[src/rtl/npu_cmd_scheduler.sv]
// In-order command executor between the SPI slave and the NPU tile datapath.
// Queues decoded frames, drives buffer/result/engine strobes, owns sticky err/ovf.
module npu_cmd_scheduler #(
    parameter int FIFO_DEPTH = 4,
    parameter int TIMEOUT    = 4096,
    parameter int CNT_W      = 4
) (
    input  logic       clk,
    input  logic       rst_n,
    input  logic       frame_valid,
    input  logic [7:0] cmd,
    input  logic [2:0] tile_i,
    input  logic [2:0] tile_j,
    input  logic [2:0] op_code,
    input  logic [7:0] data_in,
    output logic [7:0] data_out,
    output logic       buf_we,
    output logic [5:0] buf_addr,
    output logic [7:0] buf_wdata,
    output logic       res_re,
    output logic [5:0] res_addr,
    input  logic [7:0] res_rdata,
    output logic       eng_start,
    output logic [5:0] eng_tile,
    output logic [2:0] eng_op,
    input  logic       eng_done,
    output logic       busy,
    output logic       err,
    output logic       ovf
);
    localparam int PTR_W = $clog2(FIFO_DEPTH);
    localparam int TMR_W = $clog2(TIMEOUT) + 1;
    localparam logic [PTR_W:0]   DEPTH_C  = (PTR_W + 1)'(FIFO_DEPTH);
    localparam logic [TMR_W-1:0] TMR_LAST = TMR_W'(TIMEOUT - 1);

    localparam logic [7:0] CMD_NOP    = 8'h00;
    localparam logic [7:0] CMD_WRITE  = 8'h01;
    localparam logic [7:0] CMD_READ   = 8'h02;
    localparam logic [7:0] CMD_START  = 8'h03;
    localparam logic [7:0] CMD_STATUS = 8'h04;

    typedef enum logic [1:0] {S_IDLE, S_DISPATCH, S_READ_WAIT, S_WAIT_DONE} state_t;

    typedef struct packed {
        logic [7:0] cmd;
        logic [2:0] ti;
        logic [2:0] tj;
        logic [2:0] op;
        logic [7:0] data;
    } entry_t;

    entry_t           fifo_mem [FIFO_DEPTH];
    entry_t           head;
    entry_t           wr_entry;
    logic [PTR_W-1:0] wr_ptr_q;
    logic [PTR_W-1:0] rd_ptr_q;
    logic [PTR_W:0]   count_q;
    logic [PTR_W:0]   count_d;
    logic             pop;
    logic             push;

    state_t           state_q;
    entry_t           cur_q;
    logic             rd_wait_q;
    logic [TMR_W-1:0] timer_q;
    logic [CNT_W-1:0] done_cnt_q;
    logic [3:0]       cnt_nib;

    // A full queue still accepts a frame when the head leaves on the same edge.
    assign pop      = (state_q == S_IDLE) && (count_q != '0);
    assign push     = frame_valid && ((count_q < DEPTH_C) || pop);
    assign head     = fifo_mem[rd_ptr_q];
    assign wr_entry = {cmd, tile_i, tile_j, op_code, data_in};
    assign busy     = (state_q != S_IDLE) || (count_q != '0);

    generate
        if (CNT_W >= 4) begin : g_cnt_trunc
            assign cnt_nib = done_cnt_q[3:0];
        end else begin : g_cnt_pad
            assign cnt_nib = {{(4 - CNT_W){1'b0}}, done_cnt_q};
        end
    endgenerate

    always_comb begin
        count_d = count_q;
        if (push && !pop) begin
            count_d = count_q + 1'b1;
        end else if (pop && !push) begin
            count_d = count_q - 1'b1;
        end
    end

    always_ff @(posedge clk) begin
        if (rst_n && push) begin
            fifo_mem[wr_ptr_q] <= wr_entry;
        end
    end

    always_ff @(posedge clk) begin
        if (!rst_n) begin
            wr_ptr_q <= '0;
            rd_ptr_q <= '0;
            count_q  <= '0;
        end else begin
            if (push) wr_ptr_q <= wr_ptr_q + 1'b1;
            if (pop)  rd_ptr_q <= rd_ptr_q + 1'b1;
            count_q <= count_d;
        end
    end

    always_ff @(posedge clk) begin
        if (!rst_n) begin
            state_q    <= S_IDLE;
            cur_q      <= '0;
            rd_wait_q  <= 1'b0;
            timer_q    <= '0;
            done_cnt_q <= '0;
            data_out   <= '0;
            buf_we     <= 1'b0;
            buf_addr   <= '0;
            buf_wdata  <= '0;
            res_re     <= 1'b0;
            res_addr   <= '0;
            eng_start  <= 1'b0;
            eng_tile   <= '0;
            eng_op     <= '0;
            err        <= 1'b0;
            ovf        <= 1'b0;
        end else begin
            buf_we    <= 1'b0;
            res_re    <= 1'b0;
            eng_start <= 1'b0;
            if (frame_valid && !push) ovf <= 1'b1;

            case (state_q)
                S_IDLE: begin
                    if (pop) begin
                        cur_q   <= head;
                        state_q <= S_DISPATCH;
                    end
                end
                S_DISPATCH: begin
                    state_q <= S_IDLE;
                    case (cur_q.cmd)
                        CMD_NOP: ;
                        CMD_WRITE: begin
                            buf_we    <= 1'b1;
                            buf_addr  <= {cur_q.ti, cur_q.tj};
                            buf_wdata <= cur_q.data;
                        end
                        CMD_READ: begin
                            res_re    <= 1'b1;
                            res_addr  <= {cur_q.ti, cur_q.tj};
                            rd_wait_q <= 1'b0;
                            state_q   <= S_READ_WAIT;
                        end
                        CMD_START: begin
                            eng_start <= 1'b1;
                            eng_tile  <= {cur_q.ti, cur_q.tj};
                            eng_op    <= cur_q.op;
                            timer_q   <= '0;
                            state_q   <= S_WAIT_DONE;
                        end
                        CMD_STATUS: data_out <= {1'b0, ovf, err, 1'b0, cnt_nib};
                        default:    err <= 1'b1;
                    endcase
                end
                // The result RAM answers one cycle after res_re, so skip one cycle first.
                S_READ_WAIT: begin
                    if (rd_wait_q) begin
                        data_out <= res_rdata;
                        state_q  <= S_IDLE;
                    end else begin
                        rd_wait_q <= 1'b1;
                    end
                end
                S_WAIT_DONE: begin
                    if (eng_done) begin
                        done_cnt_q <= done_cnt_q + 1'b1;
                        state_q    <= S_IDLE;
                    end else if (timer_q == TMR_LAST) begin
                        err     <= 1'b1;
                        state_q <= S_IDLE;
                    end else begin
                        timer_q <= timer_q + 1'b1;
                    end
                end
                default: state_q <= S_IDLE;
            endcase
        end
    end
endmodule

[config.mk]
export PLATFORM = sky130hd
export DESIGN_NAME = npu_cmd_scheduler
export DESIGN_NICKNAME = d
export VERILOG_FILES = /design/src/rtl/npu_cmd_scheduler.sv
export SDC_FILE = /design/constraint.sdc
export NUM_CORES = 1
export LEC_CHECK = 0
export ABC_AREA = 1
export CORE_MARGIN = 3
export CORE_UTILIZATION = 56
export DETAILED_ROUTE_END_ITERATION = 10
export PLACE_DENSITY = 0.79
export RECOVER_POWER = 50
export SYNTH_ARGS = -nofsm -noshare
export SYNTH_HDL_FRONTEND = slang
export SYNTH_SLANG_ARGS = --single-unit
[constraint.sdc]
create_clock -name clk -period 2.79 [get_ports clk]
set_input_delay 0.4185 -clock clk [delete_from_list [all_inputs] [get_ports clk]]
set_output_delay 0.4185 -clock clk [all_outputs]
set_load 0.03 [all_outputs]
==> flow_metrics.py, run 1 <==
metrics = {
    "synthesis": {
        "synth_top_area_share": 0.390,
        "ys_ff_latch": 194,
        "async_flop_share": 0,
        "ys_seq_area_frac": 0.635,
        "synth_top_cells_by_count": "157 x nor2_1, 125 x o21ai_0, 100 x edfxtp_1, 94 x dfxtp_1, 67 x nand2_1",
        "synth-adder-area-share": 0.0140,
        "synth_top_family_by_area": "compound AO/OA/AOI/OAI gates",
        "yosysWarnings": 0,
        "synth_compound_area_frac": 0.148,
        "synth.distinct_cells": 36,
        "synth_top_area_cell": "edfxtp_1",
        "netlist_area_mm2": 0.00769,
        "synthSimpleGateAreaFrac": 0.143,
        "synthMuxAreaShare": 0,
        "synth.area.top_cells": "edfxtp_1 39%, dfxtp_1 24%, o21ai_0 8.1%, nor2_1 7.7%, a21oi_1 3.6%",
        "syn_inst": 796,
        "yosysMostFrequentCell": "nor2_1",
        "synth_xor_area_frac": 0.00342,
        "synth-edff-count": 100,
        "ys.flop_type": "edfxtp_1",
        "syn_area_per_cell_um2": 9.67,
        "syn_nets": 841,
    },
    "timing": {
        "skew_ns": 0.00742,
        "finalSetupViolCount": 0,
        "finalMaxSlewViolations": 0,
        "finalWorstSetupSlack_ns": 0.500,
        "fin_crit_ns": 2.29,
        "hold_viol": 0,
        "max_slew.worst_pin.slew_ns": 1.32,
        "grt_setup_unrepaired": "false",
        "fin_crit_sh": 0.821,
        "max_freq_mhz": 437,
        "maxSlewHeadroom": 0.121,
        "finalSetupTns_ns": 0,
    },
    "route": {
        "drc": 0,
        "drt-total-wl_um": 16500,
        "vias": 5725,
        "first_iter_violations": 555,
        "drt.antenna.violating_nets": 0,
        "routedWlPerCell_um": 15.5,
        "via_per_inst": 5.40,
        "dr.pass1.iters": 8,
    },
    "power_and_ir_drop": {
        "ir_drop_v": 0.000499,
        "p_leak_nw": 3.36,
        "p_per_area_mw_per_mm2": 873,
    },
    "flow_run": {
        "maxCapViolations": 0,
    },
    "floorplan": {
        "core_mm2": 0.0133,
        "die_w_um": 123,
        "ios": 80,
        "rows": 42,
        "die_h_um": 123,
        "start_util": 0.576,
        "dieArea_mm2": 0.0152,
    },
    "worst_setup_path": {
        "critPathBufInv": 1,
        "start_kind": "flip-flop",
        "path_cells": "nor2_1 -> nand4_1 -> clkdlybuf4s50_1",
        "critical-path-top-delay-family": "buffers and inverters",
        "cp_slowest_cell": "clkdlybuf4s50_1",
        "end_kind": "output pin",
        "required_ns": 2.37,
        "path_class": "reg -> out",
        "cp_max_fo": 4,
        "slowest_delay_ns": 0.66,
        "critPathArrivalTime_ns": 1.87,
    },
    "clock_tree": {
        "clock-sinks": 194,
        "cts_htree_levels": 4,
        "postCtsSetupBuffers": 0,
        "ctsResizeCount": 0,
        "hold_buffers": 0,
        "cts_max_path_buffers": 2,
        "clock_latency_ns": 0.43,
        "clkTransAtPathRegs_ns": 0.06,
        "cts_made_buffers": 17,
        "tritoncts": "done",
        "cts_root_buf": "clkbuf_16",
    },
    "placement": {
        "dp_hpwl_um": 10800,
        "port_buffers": 79,
        "place.gp.congestion": 0.841,
        "place_ws_ns": 0.325,
    },
    "min_path": {
        "hold_class": "reg -> reg",
    },
    "status": {
        "status": "finished, final reports clean",
    },
    "grt": {
        "grt_max_degree": 52,
        "grt_pass1_vias": 5445,
        "grt_pass1_wl_um": 26500,
        "antenna_found_initial": 0,
        "grt_overflow_total": 0,
        "grt_usage": 0.229,
    },
    "layout": {
        "syn_to_final_growth_pct": 20.2,
        "drive_gt1_frac": 0.0723,
        "fin_nets": 917,
        "antenna_cells": 0,
    },
}
## sequential cells by signal, summed over array words and instances (netlist names), 2 cells and up
signal	cells
buf_addr	6
buf_wdata	8
cnt_nib	4
count_q	3
cur_q	25
data_out	8
eng_op	3
eng_tile	6
fifo_mem	100
rd_ptr_q	2
res_addr	6
state_q	2
timer_q	13
wr_ptr_q	2
## power by group
group	leakage, nW	switching, mW	internal (mW)	total [mW]
sequential	1.67	0.259	3.36	3.62
clock	0.302	1.02	1.37	2.38
combinational	1.39	1.41	0.662	2.07
## worst paths after layout
kind              depth (start not counted)           end          from  slack [ns]
setup / recovery                          3          busy    state_q[1]        0.50
hold reg to reg                           2  buf_wdata[1]  buf_wdata[1]        0.44
hold / removal                            2  buf_wdata[1]  buf_wdata[1]        0.44
setup reg to reg                         10    count_q[2]    state_q[1]        0.56
## stage by stage
stage           util  area [um^2]  total power, mW  cells  hold WS (ns)
2_1_floorplan      -         7690             5.08    796         0.441
5_1_grt        0.693         9250             8.54   1061         0.469
3_3_place_gp   0.649         8660             5.64   1029         0.433
3_5_place_dp   0.649         8660             5.73   1029         0.438
4_1_cts        0.693         9260             8.11   1061         0.448
6_report       0.693         9250             8.07   1061         0.442
## worst register-to-register path, delay by kind of cell (launching register included)
kind	cells	cell delay [ns]
AO/OA/AOI/OAI	5	0.75
adder cells (fa/ha/maj)	2	0.55
flip-flops	1	0.35
buffers and inverters	2	0.22
AND/OR/NAND/NOR	1	0.25
## placed cells by master (no fill, tap or decap), drive strengths merged
cell type,n
nand3,21
dfxtp,94
o21bai,1
nand4,2
xnor2,1
clkinv,6
dlygate4sd3,36
nor3b,2
edfxtp,100
a211oi,1
clkbuf,27
nand2,71
a21oi,55
buf,12
nor3,7
nand3b,1
fa,1
ha,7
clkdlybuf4s50,42
nor4,3
o22ai,1
and2,1
o21ai,131
xor2,2
a31oi,26
inv,76
nor2,158
## layout make-up
class | instances | area (um^2)
sequential | 194 | 4880
clock buffer | 24 | 538
clock inverter | 8 | 60.1
tap | 176 | 220
multi-input combinational | 492 | 2380
timing repair buffer | 93 | 883
inverter | 74 | 278
fill | 1000 | 4100
## routing by layer
metal  share of wire  vias up  GRT usage
met5               0        -          0
met4           0.013        0     0.0768
met3           0.066       19     0.0613
met2            0.50      194      0.380
met1            0.42     2655      0.294
li1                -     2857          -
## kinds of logic (layout without fill, tap and decap cells)
logic type,count (synthesis),count (layout)
simple gates,266,266
compound gates,215,215
flops,194,194
buf+inv,110,199
fa+ha+maj,8,8
xor+xnor,3,3
Note: power is estimated with default switching activity, not from simulation.
==> run 2, diff against run 1 <==
==> constraint.sdc (replaced) <==
create_clock -name clk -period 2.2 [get_ports clk]
set_input_delay 0.33 -clock clk [delete_from_list [all_inputs] [get_ports clk]]
set_output_delay 0.33 -clock clk [all_outputs]
set_load 0.03 [all_outputs]
==> run 2 against run 1 <==
Against the previous run:
- sequential power up 27%
- largest cell class unchanged
- combinational power up 26%
- clock power up 25%
- via count up 2.7%
- cell count up 0.28%
- wire length up 2.7%
- clock skew up 0.0032 ns
- sequential share of layout area about the same
==> flow_metrics.py, run 2 (synthesis gave the netlist of run 1 again) <==
metrics = {
    "status": {
        "status": "finished, final reports clean",
    },
    "route": {
        "routedWlPerCell_um": 15.9,
        "drc": 0,
        "drt-total-wl_um": 16900,
        "first_iter_violations": 477,
        "via_per_inst": 5.53,
        "dr.pass1.iters": 5,
        "vias": 5879,
        "drt.antenna.violating_nets": 0,
    },
    "worst_setup_path": {
        "path_class": "reg -> reg",
        "slowest_delay_ns": 0.42,
        "cp_max_fo": 4,
        "crit_top_cell": "inv_1",
        "start_kind": "flip-flop",
        "path_cells": "nor2_2 -> inv_1 -> a31oi_1 -> inv_1 -> ha_1 -> inv_1 -> fa_1 -> o21ai_0 -> a21oi_1",
        "cp_slowest_cell": "fa_1",
        "end_kind": "flip-flop",
        "required_ns": 2.52,
        "critPathArrivalTime_ns": 2.30,
    },
    "floorplan": {
        "ios": 80,
        "start_util": 0.576,
        "die_h_um": 123,
        "core_mm2": 0.0133,
        "rows": 42,
        "dieArea_mm2": 0.0152,
        "die_w_um": 123,
    },
    "min_path": {
        "hold_class": "reg -> reg",
    },
    "flow_run": {
        "maxCapViolations": 0,
    },
    "grt": {
        "grt_pass1_vias": 5658,
        "grt_max_degree": 52,
        "grt_pass1_wl_um": 27200,
        "antenna_found_initial": 0,
        "grt_overflow_total": 0,
        "grt_usage": 0.232,
    },
    "layout": {
        "fin_nets": 920,
        "finalNonFillerCells": 1064,
        "final_cell_mix": "154 x nor2_1, 126 x o21ai_0, 100 x edfxtp_1",
        "drive_gt1_frac": 0.0698,
        "syn_to_final_growth_pct": 20.3,
        "fill_cells": 1001,
        "largest_register_ffs": 100,
        "antenna_cells": 0,
        "reg_top3": "fifo_mem (100), cur_q (25), timer_q (13)",
        "final_common_cell": "nor2_1",
        "largest_register": "fifo_mem",
    },
    "timing": {
        "max_slew.worst_pin.slew_ns": 0.925,
        "max_freq_mhz": 503,
        "fin_crit_sh": 0.904,
        "skew_ns": 0.0107,
        "maxSlewHeadroom": 0.379,
        "finalMaxSlewViolations": 0,
        "hold_viol": 0,
        "finalSetupViolCount": 0,
        "fin_crit_ns": 1.99,
        "holdWs_ns": 0.447,
        "grt_setup_unrepaired": "false",
    },
    "clock_tree": {
        "cts_max_path_buffers": 2,
        "clock-sinks": 194,
        "postCtsSetupBuffers": 0,
        "hold_buffers": 0,
        "clock_latency_ns": 0.43,
        "cts_htree_levels": 4,
        "clkTransAtPathRegs_ns": 0.07,
        "cts_made_buffers": 17,
        "cts_root_buf": "clkbuf_16",
        "ctsResizeCount": 0,
        "tritoncts": "done",
    },
    "power_and_ir_drop": {
        "p_leak_nw": 3.33,
        "p_int_mw": 6.73,
        "ir_drop_v": 0.00129,
        "switchingPower_mw": 3.46,
        "p_per_area_mw_per_mm2": 1100,
        "clkPwrFrac": 0.293,
        "switching_share": 0.339,
        "seq_power_share": 0.452,
        "pwr-share-comb": 0.256,
    },
    "placement": {
        "place.gp.congestion": 0.838,
        "dp.cells": 1032,
        "dp_hpwl_um": 11100,
        "port_buffers": 79,
    },
}
## run 2: cell types whose count changed in the layout (fill, tap and decap cells not counted), moves of 2 or more
cell,change
dlygate4sd3_1,-10
clkdlybuf4s50_1,+9
buf_12,+3
buf_4,-3
clkinvlp_4,+3
clkbuf_16,-2
inv_2,-2
o21ai_0,-2
o21ai_1,+2
## run 2: power by group through the flow
stage | Sequential (mW) | Clock (mW) | Combinational (mW)
finish | 4.60 | 2.98 | 2.60
global route | 4.65 | 3.17 | 2.94
CTS | 4.59 | 3.00 | 2.68
detailed placement | 4.66 | 0 | 2.66
global placement | 4.64 | 0 | 2.54
floorplan | 4.63 | 0 | 1.81
## run 2: final cells by class
type | instances | area, um^2 | area share
repair buffers | 96 | 936 | 0.101
well taps | 176 | 220 | 0.0238
inverters | 74 | 278 | 0.0300
clock buffers | 20 | 489 | 0.0529
flip-flops and latches | 194 | 4880 | 0.528
clock inverters | 12 | 92.6 | 0.0100
multi-input cells | 492 | 2350 | 0.254
## run 2: path summary, 6_finish.rpt
kind                                   start      endpoint  depth (start not counted)  slack, ns
worst max-delay path              state_q[1]    count_q[1]                          9       0.21
worst min-delay path            buf_wdata[2]  buf_wdata[2]                          2       0.45
worst max register to register    state_q[1]    count_q[1]                          9       0.21
worst min register to register  buf_wdata[2]  buf_wdata[2]                          2       0.45
## run 2: worst max-delay path: cells and delay by family (launching register included)
family / cells / cell delay (ns)
AO/OA/AOI/OAI: 3 / 0.46
buffers and inverters: 3 / 0.28
flip-flops: 1 / 0.35
AND/OR/NAND/NOR: 1 / 0.17
adder cells (fa/ha/maj): 2 / 0.63
## run 2: routing by layer
metal / up-vias / routed length (um) / track usage
li1: 2868 / - / -
met1: 2773 / 7020 / 0.289
met2: 209 / 8430 / 0.395
met3: 29 / 1210 / 0.0576
met4: 0 / 271 / 0.0810
met5: - / 0 / 0
## run 2: stage by stage
step	instance area [um^2]	util	setup WS [ns]	setup TNS [ns]	power (mW)
2_1_floorplan	7690	-	-0.156	-15.64	6.44
4_1_cts	9310	0.698	0.00455	0	10.3
3_3_place_gp	8730	0.654	0.0509	0	7.18
6_report	9260	0.693	0.212	0	10.2
3_5_place_dp	8730	0.654	0.00676	0	7.32
5_1_grt	9260	0.693	0.0371	0	10.8
==> run 3, diff against run 2 <==
--- a/config.mk
+++ b/config.mk
@@ -7,10 +7,12 @@
 export LEC_CHECK = 0
 export ABC_AREA = 1
 export CORE_MARGIN = 3
-export CORE_UTILIZATION = 56
+export CORE_UTILIZATION = 59
+export CTS_BUF_LIST = sky130_fd_sc_hd__clkbuf_2
 export DETAILED_ROUTE_END_ITERATION = 10
-export PLACE_DENSITY = 0.79
+export PLACE_DENSITY = 0.83
 export RECOVER_POWER = 50
+export SLEW_MARGIN = 20
 export SYNTH_ARGS = -nofsm -noshare
 export SYNTH_HDL_FRONTEND = slang
 export SYNTH_SLANG_ARGS = --single-unit
==> run 3 against run 2 <==
Against the previous run:
- cell area is 4.3% lower
- sequential cell count unchanged
- power down 13%
- combinational power decreased by 2%
- sequential share of layout area is 2.4 points higher
- cell count hardly changed
- maximum frequency fell by 3.1%
- largest cell class unchanged
- largest power group unchanged
==> flow_metrics.py, run 3 (synthesis gave the netlist of run 1 again) <==
metrics = {
    "status": {
        "status": "finished, final reports clean",
    },
    "min_path": {
        "min_to": "ovf",
        "hold_start": "frame_valid",
        "hold_class": "in -> reg",
        "min_path_cells": 3,
    },
    "power_and_ir_drop": {
        "clkPwrFrac": 0.199,
        "p_per_area_mw_per_mm2": 1000,
        "p_int_mw": 5.61,
        "switching_share": 0.370,
        "switchingPower_mw": 3.29,
        "p_leak_nw": 3.48,
        "seq_power_share": 0.516,
        "pwr-share-comb": 0.285,
        "ir_drop_v": 0.000894,
    },
    "timing": {
        "finalMaxSlewViolations": 0,
        "grt_setup_unrepaired": "false",
        "holdWs_ns": 0.145,
        "maxSlewHeadroom": 0.390,
        "fin_crit_ns": 2.05,
        "max_slew.worst_pin.slew_ns": 0.908,
        "finalSetupViolCount": 0,
        "fin_crit_sh": 0.932,
        "hold_viol": 0,
        "max_freq_mhz": 488,
        "skew_ns": 0.0363,
    },
    "clock_tree": {
        "postCtsSetupBuffers": 0,
        "clkTransAtPathRegs_ns": 0.26,
        "cts_htree_levels": 4,
        "clock-sinks": 194,
        "tritoncts": "done",
        "cts_root_buf": "clkbuf_2",
        "cts_made_buffers": 17,
        "clock_latency_ns": 0.77,
        "cts_max_path_buffers": 2,
    },
    "grt": {
        "grt_overflow_total": 0,
        "grt_pass1_wl_um": 27200,
        "grt_usage": 0.240,
        "antenna_found_initial": 0,
        "grt_max_degree": 52,
        "grt_pass1_vias": 5637,
    },
    "route": {
        "routedWlPerCell_um": 15.8,
        "via_per_inst": 5.48,
        "first_iter_violations": 493,
        "vias": 5824,
        "dr.pass1.iters": 5,
        "drt-total-wl_um": 16800,
        "drt.antenna.violating_nets": 0,
        "drc": 0,
    },
    "layout": {
        "largest_register_ffs": 100,
        "drive_gt1_frac": 0.0742,
        "fin_nets": 922,
        "final_common_cell": "nor2_1",
        "seqCellArea_mm2": 0.00489,
        "reg_top3": "fifo_mem (100), cur_q (25), timer_q (13)",
        "final_cell_mix": "154 x nor2_1, 127 x o21ai_0, 100 x edfxtp_1",
        "finalNonFillerCells": 1063,
        "largest_register": "fifo_mem",
        "multiInputGateArea_mm2": 0.00235,
        "fill_cells": 989,
        "syn_to_final_growth_pct": 15.1,
        "finish.utilization": 0.699,
    },
    "floorplan": {
        "ios": 80,
        "core_mm2": 0.0127,
        "die_h_um": 120,
        "start_util": 0.607,
        "die_w_um": 120,
        "rows": 41,
        "dieArea_mm2": 0.0144,
    },
    "worst_setup_path": {
        "path_class": "reg -> out",
        "slowest_delay_ns": 0.41,
        "reg2reg_depth": 7,
        "cp_slowest_cell": "dfxtp_2",
        "cp_max_fo": 5,
        "path_cells": "nor2_1 -> nand4_1 -> buf_2",
        "required_ns": 1.87,
        "worstReg2RegEnd": "fifo_mem[0][8]",
        "end_kind": "output pin",
        "critPathArrivalTime_ns": 1.72,
        "reg2reg_slack_ns": 0.15,
        "start_kind": "flip-flop",
        "r2r-start": "state_q[0]",
    },
    "placement": {
        "dp_hpwl_um": 11400,
        "dp.cells": 1029,
        "port_buffers": 79,
        "place.gp.congestion": 0.865,
    },
    "flow_run": {
        "maxCapViolations": 0,
    },
}
[run 3: cell count changes in the layout (fill, tap and decap cells not counted), moves of 3 or more]
cell,change
clkdlybuf4s50_1,-41
dlymetal6s2s_1,+5
buf_12,-3
clkbuf_16,-19
clkbuf_1,-3
dlygate4sd2_1,+36
buf_4,+3
clkbuf_2,+22
[run 3: power groups by stage]
stage                     Clock (mW)  Combinational, mW  Sequential, mW
after floorplan                    0               1.81            4.63
after global placement             0               2.53            4.64
after detailed placement           0               2.65            4.66
after CTS                       1.81               2.61            4.58
after global routing            1.95               2.90            4.64
final                           1.77               2.54            4.59
[run 3: per-stage QoR]
stage | setup TNS (ns) | worst slack (ns) | power [mW] | instance area (um^2)
floorplan | -15.64 | -0.156 | 6.44 | 7690
global placement | 0 | 0.0360 | 7.17 | 8730
detailed placement | 0 | 0.0312 | 7.31 | 8730
CTS | 0 | 0.00116 | 9.00 | 8930
global route | 0 | 0.0144 | 9.49 | 8850
finish | 0 | 0.149 | 8.89 | 8850
[run 3: repair_timing]
item                                   CTS  global route
endpoints found under the hold margin    9             0
resized for setup                       41             9
hold buffers                             1             0
setup endpoints to repair               37             8
[run 3: layout make-up]
class | count | area share
inverter | 74 | 0.0314
tap | 172 | 0.0243
sequential | 194 | 0.552
timing repair buffer | 98 | 0.0993
clock inverter | 13 | 0.0167
clock buffer | 19 | 0.0107
multi-input combinational | 492 | 0.265
antenna | 1 | 0.000283
[run 3: worst max-delay path: cells and delay by family (launching register included)]
family	cells	cell delay [ns]
buf+inv	1	0.22
simple gates	2	0.33
flops	1	0.41
[run 3: layer usage]
metal | GRT usage | wire, um | part of all wire
met1 | 0.306 | 7030 | 0.42
met2 | 0.397 | 8060 | 0.48
met3 | 0.0561 | 1150 | 0.069
met4 | 0.102 | 531 | 0.032
met5 | 0 | 0 | 0
[run 3: how the worst max path moves through the flow]
stage | startpoint | end | slack [ns] | cells after the start
floorplan | state_q[1] | fifo_mem[0][0] | -0.16 | 5
global placement | frame_valid | count_q[2] | 0.04 | 10
detailed placement | frame_valid | count_q[2] | 0.03 | 10
CTS | buf_addr[4] | buf_addr[4] | 0.001 | 1
global route | state_q[0] | busy | 0.01 | 3
finish | state_q[0] | busy | 0.15 | 3
